File: src/rtl/cla_multiword_seq_pkg.sv
// Shared definitions for the multi-word carry-lookahead add sequencer.
package cla_seq_pkg;

  localparam int unsigned LIMB_W = 16;

  typedef enum logic [1:0] {IDLE, RUN, DONE} cla_seq_state_t;

endpackage

File: src/rtl/cla_multiword_seq_cla16.sv
// CLA_16b: 16-bit two-level carry-lookahead adder (4-bit groups), purely combinational.
module CLA_16b (
  input  logic [15:0] in0,
  input  logic [15:0] in1,
  input  logic        in2,
  output logic [16:0] out0
);

  always_comb begin
    logic [15:0] g, p, c;
    logic [3:0]  gg, gp;
    logic [4:0]  gc;
    g = in0 & in1;
    p = in0 ^ in1;
    for (int unsigned k = 0; k < 4; k++) begin
      gg[k] = g[4*k+3] | (p[4*k+3] & g[4*k+2]) | (p[4*k+3] & p[4*k+2] & g[4*k+1])
            | (p[4*k+3] & p[4*k+2] & p[4*k+1] & g[4*k]);
      gp[k] = &p[4*k +: 4];
    end
    // Group carries are fully expanded so no carry ripples across groups.
    gc[0] = in2;
    gc[1] = gg[0] | (gp[0] & in2);
    gc[2] = gg[1] | (gp[1] & gg[0]) | (gp[1] & gp[0] & in2);
    gc[3] = gg[2] | (gp[2] & gg[1]) | (gp[2] & gp[1] & gg[0]) | (gp[2] & gp[1] & gp[0] & in2);
    gc[4] = gg[3] | (gp[3] & gg[2]) | (gp[3] & gp[2] & gg[1]) | (gp[3] & gp[2] & gp[1] & gg[0])
          | (gp[3] & gp[2] & gp[1] & gp[0] & in2);
    c = '0;
    for (int unsigned k = 0; k < 4; k++) begin
      c[4*k] = gc[k];
      for (int unsigned j = 1; j < 4; j++)
        c[4*k+j] = g[4*k+j-1] | (p[4*k+j-1] & c[4*k+j-1]);
    end
    out0 = {gc[4], p ^ c};
  end

endmodule

File: src/rtl/cla_multiword_seq.sv
// Adds two WORDS*16-bit operands one limb per cycle through a single shared CLA_16b.
// Optional macro CLA_SEQ_SUB_EN adds the in_sub port for A - B.
module cla_multiword_seq
  import cla_seq_pkg::*;
#(
  parameter  int unsigned WORDS = 4,
  localparam int unsigned CNT_W = $clog2(WORDS > 1 ? WORDS : 2)
) (
  input  logic                       clk,
  input  logic                       rst,
  input  logic                       in_valid,
  output logic                       in_ready,
  input  logic [WORDS*LIMB_W-1:0]    in_a,
  input  logic [WORDS*LIMB_W-1:0]    in_b,
  input  logic                       in_cin,
`ifdef CLA_SEQ_SUB_EN
  input  logic                       in_sub,
`endif
  output logic                       out_valid,
  input  logic                       out_ready,
  output logic [WORDS*LIMB_W:0]      out_sum,
  output logic                       busy
);

  localparam logic [CNT_W-1:0] LAST = CNT_W'(WORDS - 1);

  cla_seq_state_t                 state;
  logic [WORDS-1:0][LIMB_W-1:0]   a_q, b_q, sum_q, sum_nx;
  logic                           carry_q;
  logic [CNT_W-1:0]               idx;
  logic [LIMB_W:0]                add;
  logic [WORDS*LIMB_W-1:0]        b_cap;
  logic                           c_cap;
  logic                           accept;

  always_comb begin
`ifdef CLA_SEQ_SUB_EN
    b_cap = in_sub ? ~in_b : in_b;
    c_cap = in_sub | in_cin;
`else
    b_cap = in_b;
    c_cap = in_cin;
`endif
  end

  assign in_ready = !rst && (state == IDLE || (state == DONE && out_ready));
  assign accept   = in_valid && in_ready;
  assign busy     = (state != IDLE);

  CLA_16b u_cla (
    .in0  (a_q[idx]),
    .in1  (b_q[idx]),
    .in2  (carry_q),
    .out0 (add)
  );

  always_comb begin
    sum_nx      = sum_q;
    sum_nx[idx] = add[LIMB_W-1:0];
  end

  always_ff @(posedge clk or posedge rst) begin
    if (rst) begin
      state     <= IDLE;
      a_q       <= '0;
      b_q       <= '0;
      sum_q     <= '0;
      carry_q   <= 1'b0;
      idx       <= '0;
      out_valid <= 1'b0;
      out_sum   <= '0;
    end else begin
      case (state)
        RUN: begin
          sum_q   <= sum_nx;
          carry_q <= add[LIMB_W];
          if (idx == LAST) begin
            state     <= DONE;
            out_valid <= 1'b1;
            out_sum   <= {add[LIMB_W], sum_nx};
          end else begin
            idx <= idx + 1'b1;
          end
        end
        default: begin
          // A DONE handshake and a new accept may coincide; the accept wins and goes straight to RUN.
          if (state == DONE && out_ready) begin
            out_valid <= 1'b0;
            state     <= IDLE;
          end
          if (accept) begin
            a_q     <= in_a;
            b_q     <= b_cap;
            carry_q <= c_cap;
            idx     <= '0;
            state   <= RUN;
          end
        end
      endcase
    end
  end

endmodule

File: config.mk
export PLATFORM = sky130hd
export DESIGN_NAME = cla_multiword_seq
export DESIGN_NICKNAME = d
export VERILOG_FILES = /design/src/rtl/cla_multiword_seq_pkg.sv /design/src/rtl/cla_multiword_seq_cla16.sv /design/src/rtl/cla_multiword_seq.sv
export SDC_FILE = /design/constraint.sdc
export NUM_CORES = 1
export LEC_CHECK = 0
export ABC_AREA = 1
export CAP_MARGIN = 20
export CORE_MARGIN = 1
export CORE_UTILIZATION = 53
export CTS_CLUSTER_SIZE = 8
export DETAILED_ROUTE_END_ITERATION = 8
export PLACE_DENSITY = 0.89
export SLEW_MARGIN = 40
export SYNTH_ARGS = -nofsm -noshare
export SYNTH_HDL_FRONTEND = slang
export SYNTH_HIERARCHICAL = 1
export SYNTH_SLANG_ARGS = --single-unit
File: constraint.sdc
create_clock -name clk -period 9.2 [get_ports clk]
set_input_delay 1.38 -clock clk [delete_from_list [all_inputs] [get_ports clk]]
set_output_delay 1.38 -clock clk [all_outputs]
set_load 0.01 [all_outputs]
==> flow_summary.ini, run 1 <==
[grt]
grt_overflow = 0
grt_pass1_vias = 9760
track_usage_pct = 27.9
grt_pass1_wl_mm = 48.6
grt_antenna_before_repair = 0
grt_max_degree = 137

[detailed_routing]
drc_errors = 0
wl_per_cell_um = 15.9
first_pass_iters = 5
ant_nets = 0
drt-total-wl_mm = 29.9
num_vias = 10000
vias_per_cell = 5.35
drtIter0Drc = 962

[yosys]
yosys.area.top_type = dfrtp_1
yosysUniqueCellTypes = 25
syn_nets = 1603
syn_inst = 1438
yosysWarnings = 6
yosysTopAreaCellShare_pct = 53.3
synthTopCellsByArea = dfrtp_1 (53%), nand2_1 (14%), o21ai_0 (12%)
synth_seq_cells = 247
syn_avg_cell_area_um2 = 8.06
netlist_area_um2 = 11600
yosysSeqAreaShare_pct = 53.3

[sta]
finalHoldViolCount = 0
fin_ws_ns = 4.64
min_period_ns = 4.56
setup_viol_count_final = 0
period_share_pct = 49.6
worst_pin_slew_ns = 0.803
final.setup.tns_ns = 0
fmax_mhz = 219
slew-limit-headroom_pct = 46.4
slew_viol_final = 0
fin_worst_hold_slack_ns = 0.466
finalClockSkew_ns = 0.0101
grt_setup_unrepaired = false

[place]
gp_congestion = 0.882
dp_hpwl_mm = 20.7
port-buffer-count = 200
dp_slack_ns = 4.62

[clocking]
clkTransAtPathRegs_ns = 0.05
cts_max_level = 2
numCtsBuffers = 36
post_cts_buffers = 0
ctsHoldBuffers = 0
clk_latency_ns = 0.50
tritoncts = built
cts_resized = 0
cts.sink_count = 247
clockBufferDepth = 3
clock-root-buffer = clkbuf_16

[power_and_ir_drop]
peakVddDrop_v = 0.000132
cellPowerDensity_nw_per_um2 = 164
power_w = 0.00241
p_leak_nw = 7.35

[setup_path]
cp_slowest_stage_delay_ns = 0.53
crit_buf_inv = 3
rrSetupSlack_ns = 4.76
critical_path_cell_count = 4
worst_r2r_endpoint = sum_q[15]
crit_type = in2out
end_kind = output pin
cp_cell_sequence = clkdlybuf4s50_1 -> inv_8 -> and2_1 -> clkdlybuf4s50_1
crit_family = buffers and inverters
crit_path_start_kind = primary input
crit_top_cell = clkdlybuf4s50_1
path_max_fanout = 93
cp.arrival_ns = 3.18
timing.rr.start = idx[1]
rr_worst_depth = 18
worst_path_max_delay_cell = clkdlybuf4s50_1
critPathRequiredTime_ns = 7.82

[floorplan]
start_util_pct = 54.7
die_h_um = 150
rows = 53
core_area_um2 = 21200
die_area_um2 = 22500
ios = 201
die_w_um = 150

[job]
drv_cap = 0

[cells_and_area]
n_fill_cell = 1640
finalNetCount = 1767
final_cell_mix = nand2_1 (440), o21ai_0 (270), dfrtp_1 (245), inv_1 (204), clkdlybuf4s50_1 (200)
area.growth.synth_to_final_pct = 26.3
drive_above_1_share_pct = 4.12
diodes = 0
layout_commonest_cell = nand2_1

[hold_path]
whs_endpoint = out_sum[1]
min_from = out_sum[1]
hold-path-cell-count = 2
min_path_type = reg2reg

[run_status]
outcome = finished clean
-- worst register-to-register path, stage by stage, from the launching register on --
cell and delay (ns):
dfrtp_2 0.62, inv_2 0.53, o21ai_0 0.25, o22ai_1 0.43
ha_1 0.32, inv_1 0.07, nor2_2 0.04, nand2_2 0.06
nand2_2 0.07, nand2_1 0.06, nand2_1 0.06, fa_1 0.38
fa_1 0.39, fa_1 0.40, xor2_1 0.30, nand2_1 0.08
o21ai_0 0.13, nand2_1 0.07, o21ai_0 0.09
-- where the power goes --
part | leakage, nW | internal, W | switching, W
clock network | 0.457 | 0.000701 | 0.000425
registers | 3.35 | 0.00111 | 0.0000142
logic | 3.54 | 0.0000751 | 0.0000797
total | 7.35 | 0.00189 | 0.000519
-- cells in the mapped netlist --
library cell / count
nand2_1: 440
o21ai_0: 270
dfrtp_1: 247
inv_1: 207
nor2_1: 71
clkbuf_1: 50
o22ai_1: 32
buf_2: 31
o21ai_1: 21
ha_1: 20
fa_1: 12
nand3_1: 10
a21oi_1: 4
nand2_2: 4
inv_2: 3
nand4_1: 2
nor2_2: 2
nor2_4: 2
nor3_1: 2
xnor2_1: 2
xor2_1: 2
a21oi_2: 1
and2_1: 1
buf_4: 1
nand3_2: 1
-- worst max-delay path by stage --
stage / start / slack [ns] / endpoint
after detailed placement: rst / 4.62 / in_ready
after floorplan: rst / 0.73 / in_ready
after CTS: rst / 4.62 / in_ready
final: rst / 4.64 / in_ready
after global placement: idx[1] / 4.35 / sum_q[47]
after global routing: idx[1] / 4.36 / sum_q[47]
-- cells by family (layout without fill, tap and decap cells) --
logic type	count (synthesis)	after routing	share of synthesized area, %
simple gates	535	535	17.8
compound gates	328	328	14.5
buf+inv	292	456	9.82
flops	247	247	53.3
fa+ha+maj	32	32	4.23
xor+xnor	4	4	0.302
-- metrics by stage --
stage                     util, %  cells  cell area, um^2
after global routing         69.1   1877            14700
after CTS                    69.0   1877            14600
after detailed placement     64.7   1839            13700
after global placement       64.3   1837            13700
final                        69.1   1877            14700
after floorplan                 -   1438            11600
-- metal layers --
metal | global-route usage [%] | up-vias | share of wire, %
met5 | 0 | - | 0
met1 | 36.5 | 4708 | 41
li1 | - | 4785 | -
met4 | 12.5 | 0 | 4.0
met3 | 3.99 | 82 | 7.1
met2 | 46.2 | 463 | 48
-- state kept, by name (all words and copies together), names as in the netlist --
name,flops
a_q,64
b_q,64
carry_q,1
idx,2
out_sum,65
out_valid,1
state,2
sum_q,48
-- layout make-up --
cell class              instances  area (um^2)  share of cell area (%)
multi-input cells             899         4290                    29.3
inverters                     210          801                    5.46
repair buffers                208         2100                    14.3
flip-flops and latches        247         6180                    42.2
well taps                     275          344                    2.35
clock buffers                  38          930                    6.34
(Power assumes the default switching activity.)
==> run 2: changes to the inputs <==
CORE_UTILIZATION = 48   (was 53)
PLACE_DENSITY = 0.85   (was 0.89)
clock period = 3.8 ns   (was 9.2 ns; I/O delays follow)
==> flow_summary.ini, run 2 (synthesized netlist as in run 1, its figures left out) <==
[detailed_routing]
drc_errors = 0
vias_per_cell = 5.31
num_vias = 10400
first_pass_iters = 5
drt-total-wl_mm = 32.0
wl_per_cell_um = 16.4
drtIter0Drc = 1059
ant_nets = 0

[cells_and_area]
finalNetCount = 1794
largest_register_ff_count = 65
diodes = 0
drive_above_1_share_pct = 7.98
n_fill_cell = 1872
stdcell_area_um2 = 15300
reg.largest.list = out_sum (65), a_q (64), b_q (64)
final_core_util_pct = 64.6
multiInputGateArea_um2 = 4510
seqCellArea_um2 = 6180
largest_register = out_sum
final_cell_mix = nand2_1 (440), dfrtp_1 (245), o21ai_0 (214), inv_1 (204), clkdlybuf4s50_1 (200)
final_cells = 1949
layout_commonest_cell = nand2_1
area.growth.synth_to_final_pct = 31.5

[place]
gp_congestion = 0.892
dp_hpwl_mm = 21.1
post_dp_cell_area_um2 = 14000
placed_cells = 1901
port-buffer-count = 200

[hold_path]
min_path_type = in2async

[power_and_ir_drop]
peakVddDrop_v = 0.000245
p_leak_nw = 7.58
cellPowerDensity_nw_per_um2 = 386

[clocking]
numCtsBuffers = 36
ctsHoldBuffers = 0
clockBufferDepth = 3
tritoncts = built
clk_latency_ns = 0.50
clock-root-buffer = clkbuf_16
cts_max_level = 2
clkTransAtPathRegs_ns = 0.05
cts.sink_count = 247

[setup_path]
rr_worst_depth = 18
rrSetupSlack_ns = 0.03
worst_r2r_endpoint = sum_q[46]
crit_type = reg2reg
crit_path_start_kind = register
end_kind = register
critPathRequiredTime_ns = 4.21
cp.arrival_ns = 4.18
path_max_fanout = 15
timing.rr.start = idx[1]

[grt]
grt_pass1_wl_mm = 50.7
grt_antenna_before_repair = 0
grt_max_degree = 110
grt_pass1_vias = 10000
track_usage_pct = 26.6
grt_overflow = 0

[floorplan]
core_area_um2 = 23600
die_w_um = 157
die_area_um2 = 24800
die_h_um = 157
rows = 56
start_util_pct = 49.1
ios = 201

[sta]
min_period_ns = 3.77
fin_worst_hold_slack_ns = 0.428
slew-limit-headroom_pct = 55.0
finalClockSkew_ns = 0.0120
finalHoldViolCount = 0
period_share_pct = 99.3
fmax_mhz = 265
worst_pin_slew_ns = 0.675
setup_viol_count_final = 0
slew_viol_final = 0
grt_setup_unrepaired = true

[run_status]
outcome = finished clean

[job]
drv_cap = 0
==> run 2: changes by cell type in the layout (fill, tap and decap cells not counted), sizes merged <==
| cell | previous run | this run |
|---|---|---|
| buf | 8 | 32 |
| clkbuf | 38 | 41 |
| inv | 210 | 208 |
| bufbuf | 0 | 1 |
| clkinv | 0 | 1 |
| clkinvlp | 0 | 1 |
==> run 2: critical path: stages (launching register included) <==
cell     delay (ns)
dfrtp_2        0.41
buf_12         0.16
buf_4          0.15
o21ai_1        0.08
o22ai_1        0.37
ha_4           0.30
nand2_1        0.08
inv_1          0.08
nand3_1        0.08
nand3_1        0.10
inv_1          0.09
nand2_1        0.08
fa_2           0.35
fa_2           0.39
fa_2           0.60
nand2_1        0.08
o21ai_2        0.10
nand2_1        0.07
o21ai_0        0.10
==> run 2: what timing repair did <==
action / CTS / global route
resized for setup: 16 / 60
buffers inserted: 2 / 4
pin swaps: 6 / 14
setup endpoints to repair: 23 / 36
gates cloned: 1 / 2
==> run 2: metrics by stage <==
stage	setup TNS, ns	setup slack [ns]	power, W
floorplan	-216.98	-1.55	0.00291
global placement	-0.178	-0.0298	0.00314
detailed placement	-1.02	-0.103	0.00315
CTS	0	0.000592	0.00591
global route	-0.679	-0.0845	0.00606
finish	0	0.0258	0.00589
==> run 2: power breakdown <==
part	internal [W]	switching, W
clock	0.00170	0.00106
sequential	0.00269	0.0000351
combinational	0.000202	0.000205
total	0.00459	0.00130
==> run 2: layout make-up <==
cell class / count / area share, %
clock buffers: 39 / 6.12
inverters: 210 / 5.24
multi-input cells: 899 / 29.5
flip-flops and latches: 247 / 40.5
well taps: 319 / 2.62
repair buffers: 235 / 15.9
==> run 2: layer usage <==
metal | GRT usage (%) | wire length [um]
met1 | 33.7 | 12700
met2 | 43.1 | 15300
met3 | 4.46 | 2220
met4 | 15.2 | 1750
met5 | 0 | 0
==> run 2: worst max path at each step <==
stage | slack, ns | startpoint | end
floorplan | -1.55 | rst | a_q[10]
global placement | -0.03 | idx[0] | sum_q[47]
detailed placement | -0.10 | idx[1] | sum_q[30]
CTS | 0.0006 | idx[0] | sum_q[30]
global route | -0.08 | idx[1] | sum_q[30]
finish | 0.03 | idx[1] | sum_q[46]
